### config.mk
export PLATFORM = sky130hd
export DESIGN_NAME = seq_pattern_ctrl
export DESIGN_NICKNAME = d
export VERILOG_FILES = /design/src/rtl/seq_pattern_ctrl.sv
export SDC_FILE = /design/constraint.sdc
export NUM_CORES = 1
export LEC_CHECK = 0
export ABC_AREA = 1
export CAP_MARGIN = 25
export CORE_ASPECT_RATIO = 1.4
export CORE_MARGIN = 2
export CORE_UTILIZATION = 46
export CTS_CLUSTER_SIZE = 24
export DETAILED_ROUTE_END_ITERATION = 12
export PLACE_DENSITY = 0.76
export SLEW_MARGIN = 40
export SYNTH_ARGS = -nofsm -noshare
export SYNTH_HDL_FRONTEND = slang
export SYNTH_SLANG_ARGS = --single-unit
### constraint.sdc
create_clock -name sclk -period 3.8 [get_ports sclk]
set_input_delay 0.57 -clock sclk [delete_from_list [all_inputs] [get_ports sclk]]
set_output_delay 0.57 -clock sclk [all_outputs]
set_load 0.02 [all_outputs]
### src/rtl/seq_pattern_ctrl.sv
// Programmable pattern sequencer: plays a DEPTH-entry (data, dv) table
// as a registered stream, looping it a set number of passes or until stopped.
//
// Ports:
//   sclk, rst_n       clock, async active-low reset
//   cfg_we/addr/data/dv  table write port, accepted only while idle
//   cfg_len, cfg_loops   entries per pass and pass count, latched on start
//   start, stop          single-cycle run/abort requests
//   o_data, o_dv         registered pattern stream
//   busy                 high on every cycle a table entry is on the outputs
//   done                 one-cycle pulse after the final pass completes
module seq_pattern_ctrl #(
    parameter int DEPTH  = 8,
    parameter int DW     = 8,
    parameter int LOOP_W = 4
) (
    input  logic                     sclk,
    input  logic                     rst_n,
    input  logic                     cfg_we,
    input  logic [$clog2(DEPTH)-1:0] cfg_addr,
    input  logic [DW-1:0]            cfg_data,
    input  logic                     cfg_dv,
    input  logic [$clog2(DEPTH):0]   cfg_len,
    input  logic [LOOP_W-1:0]        cfg_loops,
    input  logic                     start,
    input  logic                     stop,
    output logic [DW-1:0]            o_data,
    output logic                     o_dv,
    output logic                     busy,
    output logic                     done
);
    localparam int AW = $clog2(DEPTH);

    typedef enum logic [1:0] {
        S_IDLE,
        S_RUN,
        S_DONE
    } state_t;

    state_t            state_q, state_d;
    logic [DW-1:0]     tbl_data [DEPTH];
    logic [DEPTH-1:0]  tbl_dv;
    logic [AW-1:0]     idx_q, idx_d;
    logic [AW:0]       len_q, len_d;
    logic [LOOP_W-1:0] pass_q, pass_d;
    logic              inf_q, inf_d;
    logic [DW-1:0]     data_d;
    logic              dv_d, busy_d, done_d;
    logic              go, last_idx, last_pass;
    logic [AW:0]       len_clamp;

    assign go = start && !stop;

    // A zero or oversized length means "use the whole table".
    assign len_clamp = (cfg_len == '0 || cfg_len > (AW+1)'(DEPTH))
                     ? (AW+1)'(DEPTH) : cfg_len;

    assign last_idx  = ({1'b0, idx_q} == len_q - (AW+1)'(1));
    assign last_pass = !inf_q && (pass_q == LOOP_W'(1));

    always_ff @(posedge sclk or negedge rst_n) begin
        if (!rst_n) begin
            for (int i = 0; i < DEPTH; i++) begin
                tbl_data[i] <= '0;
            end
            tbl_dv <= '0;
        end else if (cfg_we && state_q == S_IDLE) begin
            tbl_data[cfg_addr] <= cfg_data;
            tbl_dv[cfg_addr]   <= cfg_dv;
        end
    end

    always_comb begin
        state_d = state_q;
        idx_d   = idx_q;
        len_d   = len_q;
        pass_d  = pass_q;
        inf_d   = inf_q;
        data_d  = '0;
        dv_d    = 1'b0;
        busy_d  = 1'b0;
        done_d  = 1'b0;
        unique case (state_q)
            S_IDLE: begin
                if (go) begin
                    state_d = S_RUN;
                    idx_d   = '0;
                    len_d   = len_clamp;
                    pass_d  = cfg_loops;
                    inf_d   = (cfg_loops == '0);
                end
            end
            S_RUN: begin
                if (stop) begin
                    state_d = S_IDLE;
                end else begin
                    data_d = tbl_data[idx_q];
                    dv_d   = tbl_dv[idx_q];
                    busy_d = 1'b1;
                    if (last_idx) begin
                        idx_d = '0;
                        if (!inf_q) begin
                            if (pass_q != '0) begin
                                pass_d = pass_q - LOOP_W'(1);
                            end
                            if (last_pass) begin
                                state_d = S_DONE;
                            end
                        end
                    end else begin
                        idx_d = idx_q + AW'(1);
                    end
                end
            end
            S_DONE: begin
                done_d  = 1'b1;
                state_d = S_IDLE;
            end
            default: state_d = S_IDLE;
        endcase
    end

    always_ff @(posedge sclk or negedge rst_n) begin
        if (!rst_n) begin
            state_q <= S_IDLE;
            idx_q   <= '0;
            len_q   <= '0;
            pass_q  <= '0;
            inf_q   <= 1'b0;
            o_data  <= '0;
            o_dv    <= 1'b0;
            busy    <= 1'b0;
            done    <= 1'b0;
        end else begin
            state_q <= state_d;
            idx_q   <= idx_d;
            len_q   <= len_d;
            pass_q  <= pass_d;
            inf_q   <= inf_d;
            o_data  <= data_d;
            o_dv    <= dv_d;
            busy    <= busy_d;
            done    <= done_d;
        end
    end

endmodule

# Word-level counts from Yosys, hierarchy flattened
# Cells that the tools add are included.
[word_totals]
elab_cells = 94
regBits = 97
[op_classes]
eq_ne = 12
magnitude_cmp = 7
reduce_logical = 17
n_bitwise = 2
addsub = 3
mux = 35
[op_table]
columns = ["operator", "count"]
rows = [
  ["bitwise mux 64 bit", 1],
  ["two-way mux 8 bit", 5],
  ["binary-select mux 8 bit (select 3 bit)", 1],
  ["demux 8 bit (select 3 bit)", 1],
  ["two-way mux 4 bit", 6],
  ["two-way mux 2 bit", 5],
  ["!= test 2 bit (second input constant)", 5],
  ["two-way mux 3 bit", 3],
  ["!= test 3 bit (second input constant)", 3],
  ["bitwise mux 8 bit", 1],
  [">= comparator 4 bit (second input constant)", 2],
  ["logical NOT 4 bit", 2],
  ["< comparator 3 x 4 -> 1 bit (second input constant)", 2],
  ["NOT 3 -> 4 bit", 2],
  ["case mux 4 bit (2 select lines)", 1],
  ["subtractor 4 x 1 -> 4 bit (second input constant)", 2],
  ["two-way mux 1 bit", 7],
  ["case mux 3 bit (2 select lines)", 1],
  ["AND reduction 6 bit", 1],
  ["logical AND 1 bit", 5],
  ["equality test 3 x 4 -> 1 bit", 1],
  ["equality test 4 x 1 -> 1 bit (second input constant)", 1],
  ["> comparator 4 bit (second input constant)", 1],
  ["< comparator 4 x 1 -> 1 bit (second input constant)", 1],
  ["other kinds (15)", 16],
]

# Longest topological paths before layout
[logic_depth]
word_depth = 7
mapped_depth = 10
mapped_depth_nobuf = 10

# Worst setup path after synthesis
# OpenSTA, ideal clock, no wires.
[synth_timing]
path_kind = "input-to-reg"
start = "in cfg_addr[1]"
end = "reg tbl_dv[1]"
setup_slack_ns = 2.235
required_time_ns = 3.670
arrival_time_ns = 1.435
setup_time_ns = 0.130
cell_stages = 6
path_buffers = 2
cell_sequence = "buf_2 > inv_1 > nand4_2 > clkbuf_1 > nand2_1 > o21ai_0"
[synth_between]
elab_chain_len = 5
word_cells_on_any_way = 6
cone_classes = "order compare: 2; mux: 3; reduce/logical: 1"
[synth_rtl]
columns = ["element", "line_no", "rtl"]
rows = [
  ["start, declared", "20", "input logic [$clog2(DEPTH)-1:0] cfg_addr,"],
  ["< comparator 3 x 4 -> 1 bit (not written as such) or >= comparator 3 x 1 -> 1 bit (tied branches)", "69", "tbl_dv[cfg_addr] <= cfg_dv;"],
  ["logical AND 1 bit (not written as such)", "69", ""],
  ["two-way mux 1 bit (not written as such)", "69", ""],
  ["demux 1 bit (select 3 bit) (*)", "69", ""],
  ["bitwise mux 8 bit (*)", "69", ""],
  ["end signal, assigned by index", "69", ""],
  ["end, declared", "42", "logic [DEPTH-1:0] tbl_dv;"],
]
# Mark *: on every way between the ends. The rest lies on a longest branch, timed or not.
# A chain may end at the register's enable or synchronous reset.

# Worst setup path in the final report
[layout_timing]
start = "in cfg_addr[1]"
end = "reg tbl_data[36] (netlist name)"
[layout_between]
elab_chain_len = 6
word_cells_on_any_way = 7
cone_classes = "order compare: 2; mux: 3; bitwise: 1; reduce/logical: 1"
[layout_rtl]
columns = ["element", "line_no", "rtl"]
rows = [
  ["NOT 3 -> 4 bit (not written as such) (*)", "68", "tbl_data[cfg_addr] <= cfg_data;"],
  [">= comparator 4 bit (not written as such) or < comparator 4 x 1 -> 1 bit (tied branches)", "68", ""],
  ["logical AND 1 bit (not written as such)", "68", ""],
  ["two-way mux 8 bit (not written as such)", "68", ""],
  ["demux 8 bit (select 3 bit) (*)", "68", ""],
  ["bitwise mux 64 bit (*)", "68", ""],
  ["end signal, assigned by index", "68", ""],
  ["end, declared", "41", "logic [DW-1:0] tbl_data [DEPTH];"],
]
# Marks and branches as above.

==> run metrics <==
antenna cells 0; worst slew pin tran 0.6962 ns; Fmax 496.2 MHz; Top Ports 36; Yosys top cell area share 54.96%; RD Place Congestion 0.7986; Critical Path, Cell by Cell clkdlybuf4s50_1 -> inv_1 -> nor3_4 -> nor2_1 -> a21oi_1; cts repair resizes 0; nets 559; PD cells 606.6 mW/mm^2; Synth Register Bits 97; worst r2r dst pass_q[2]$_DFFE_PN0P_; largest net degree at the start of global routing 79; share of cells above drive strength 1 6.754%; Non-Filler Instances 643; EDFF count, synth 0; DP Cell Count 628; Root Buffer Master clkbuf_16; period utilization 53.04%; # setup viols final 0; Startpoint Class input pin; Tmin final 2.015 ns; outcome finished clean; DIE WIDTH 86.82 um; synth cell count leaders o21ai_0, dfrtp_1, nand2_1; Tot GR Track Use 20.66%; CTS Hold Buffers Added 0; DRC Markers 0; Num CTS Buffers 9; Mapped Area 0.004417 mm^2; DR vias/cell 5.616; CTS H-tree lvls 3; xor-xnor portion of the synthesized cell area 0.5949%; Worst path slowest cell clkdlybuf4s50_1; Layout Skew 0.003256 ns; Simple-Gate Fraction of Synth Area 17.79%; Synth area leader dfrtp_1; full die area 0.01041 mm^2; core box area 0.009407 mm^2; aggregate global routing overflow 0; worst-case reg-to-reg path depth 9; mux contribution to synthesized area 2.040%; clock sink count 97; P&R area growth vs syn 16.29%; Post-Syn Area per Cell 8.798 um^2; sequential fraction of the synthesis area 54.96%; Synth Warn # 0; TritonCTS clock tree built; R2R Setup Slk 1.93 ns; max incr delay on CP 0.65 ns; FILL cells 818; cell with the most instances after synthesis o21ai_0; hold crit path type in -> async; total design power 3.115 mW; Max-Slew Margin vs Limit 53.59%; Worst-path clk slew 0.06 ns; met3 Track Usage GR 3.508%; final setup TNS 0 ns; worst ir drop on vdd 0.2776 mV; via count 3611; Synth area leaders dfrtp_1, o21ai_0, nand2_1; max-slew violations 0; R2R Path Start idx_q[2]$_DFFE_PN0P_; Clock Path Buffers 2; critical path arrival 2.27 ns; largest family of logic cells by synthesized area simple AND/OR/NAND/NOR gates; Synth Flop Type dfrtp_1; Total Wirelength 10070 um; Cell variety after synth 32; Synth Instances 502; Skew-Pair Late Insertion Delay 0.34 ns; PortBufs 35; RSZ-0062 raised after global routing no; Die H 119.9 um; Antenna Violating Nets Remaining 0; Pre-antenna DRT Iters 5; WP data required 4.06 ns; met2 Resource Use GR 34.40%; row count 42; Initial Util 46.95%; compound-gate portion of the synthesized area 17.65%; kind of end point of the critical path register; routed len/inst 15.66 um; Setup Crit Path Kind in -> reg; initial antenna violation count 0; Pleak 2.339 nW; met1 GRT Util 26.49%; final hold viol count 0; adder-cell share of the synthesized area 1.416%; Mapped Nets 532; initial DRC count 300; Crit Path Max Fanout 18; post-detail-place hpwl 6729 um; Async SR Flop Fraction 100.0%; first-pass GRT wire length 16810 um; vias in the first global route 3532; # Max-Cap Violations 0; # Post-CTS Setup Buffers 0; GRT busiest layer met2
## per-layer routing
layer	share of wire, %	up-vias
met5	0	-
met4	2.0	0
met3	5.7	22
met2	51	133
met1	41	1735
li1	-	1721
## power breakdown
| part | total, mW | internal, mW | switching [mW] |
|---|---|---|---|
| clock network | 0.945 | 0.590 | 0.356 |
| registers | 1.43 | 1.27 | 0.155 |
| logic | 0.742 | 0.287 | 0.455 |
| total | 3.12 | 2.15 | 0.966 |
## layout make-up
cell class | instances | area, um^2 | area share, %
flip-flops and latches | 97 | 2429 | 47.28
multi-input cells | 346 | 1744 | 33.96
repair buffers | 38 | 374.1 | 7.284
clock buffers | 12 | 246.5 | 4.799
inverters | 37 | 140.1 | 2.728
well taps | 110 | 137.6 | 2.680
clock inverters | 3 | 65.06 | 1.267
## critical path, delay by kind of cell
family	cells	cell delay [ns]
AND/OR/NAND/NOR	2	0.68
AO/OA/AOI/OAI	1	0.16
buffers and inverters	2	0.85
## flip-flops by register name, indices dropped and copies added (netlist names)
signal	cells
busy	1
done	1
idx_q	3
inf_q	1
len_q	4
o_data	8
o_dv	1
pass_q	4
state_q	2
tbl_data	64
tbl_dv	8
## layout by cell type (no fill, tap or decap), drive strengths merged
master         count
buf                4
xnor2              2
clkdlybuf4s50     34
nand3             15
xor2               1
bufinv             2
nand4              2
nand2            100
clkbuf            12
nor2              53
clkinv             3
o21ai            121
a21oi             21
nor3               4
o41ai              1
o22ai              9
dfrtp             97
mux2i              9
ha                 5
nand3b             2
or2                1
inv               35
## cell families (layout without fill, tap and decap cells)
group | Yosys count | in the layout
and+or+nand+nor | 177 | 177
AOI/OAI and AO/OA | 152 | 152
DFF | 97 | 97
buffers and inverters | 59 | 90
muxes | 9 | 9
adders and majority gates | 5 | 5
xor gates and xnor gates | 3 | 3
## metrics by stage
stage / worst slack (ns) / instance area (um^2) / utilization [%] / hold slack, ns
floorplan: 2.235 / 4417 / - / 0.2744
global placement: 1.554 / 4820 / 51.24 / 0.4609
detailed placement: 1.446 / 4825 / 51.29 / 0.4678
CTS: 1.806 / 5136 / 54.60 / 0.2797
global route: 1.648 / 5136 / 54.60 / 0.3055
finish: 1.785 / 5136 / 54.60 / 0.2584
## how the worst max path moves through the flow
stage	cells after the start	startpoint	slack (ns)	end
5_1_grt	4	cfg_addr[2]	1.65	tbl_data[18]$_DFFE_PN0P_
3_3_place_gp	4	cfg_addr[2]	1.55	tbl_dv[5]$_DFFE_PN0P_
3_5_place_dp	4	cfg_addr[2]	1.45	tbl_data[23]$_DFFE_PN0P_
6_report	5	cfg_addr[1]	1.78	tbl_data[36]$_DFFE_PN0P_
4_1_cts	4	cfg_addr[2]	1.81	tbl_data[23]$_DFFE_PN0P_
2_1_floorplan	6	cfg_addr[1]	2.24	tbl_dv[1]$_DFFE_PN0P_
(Power assumes the default switching activity.)
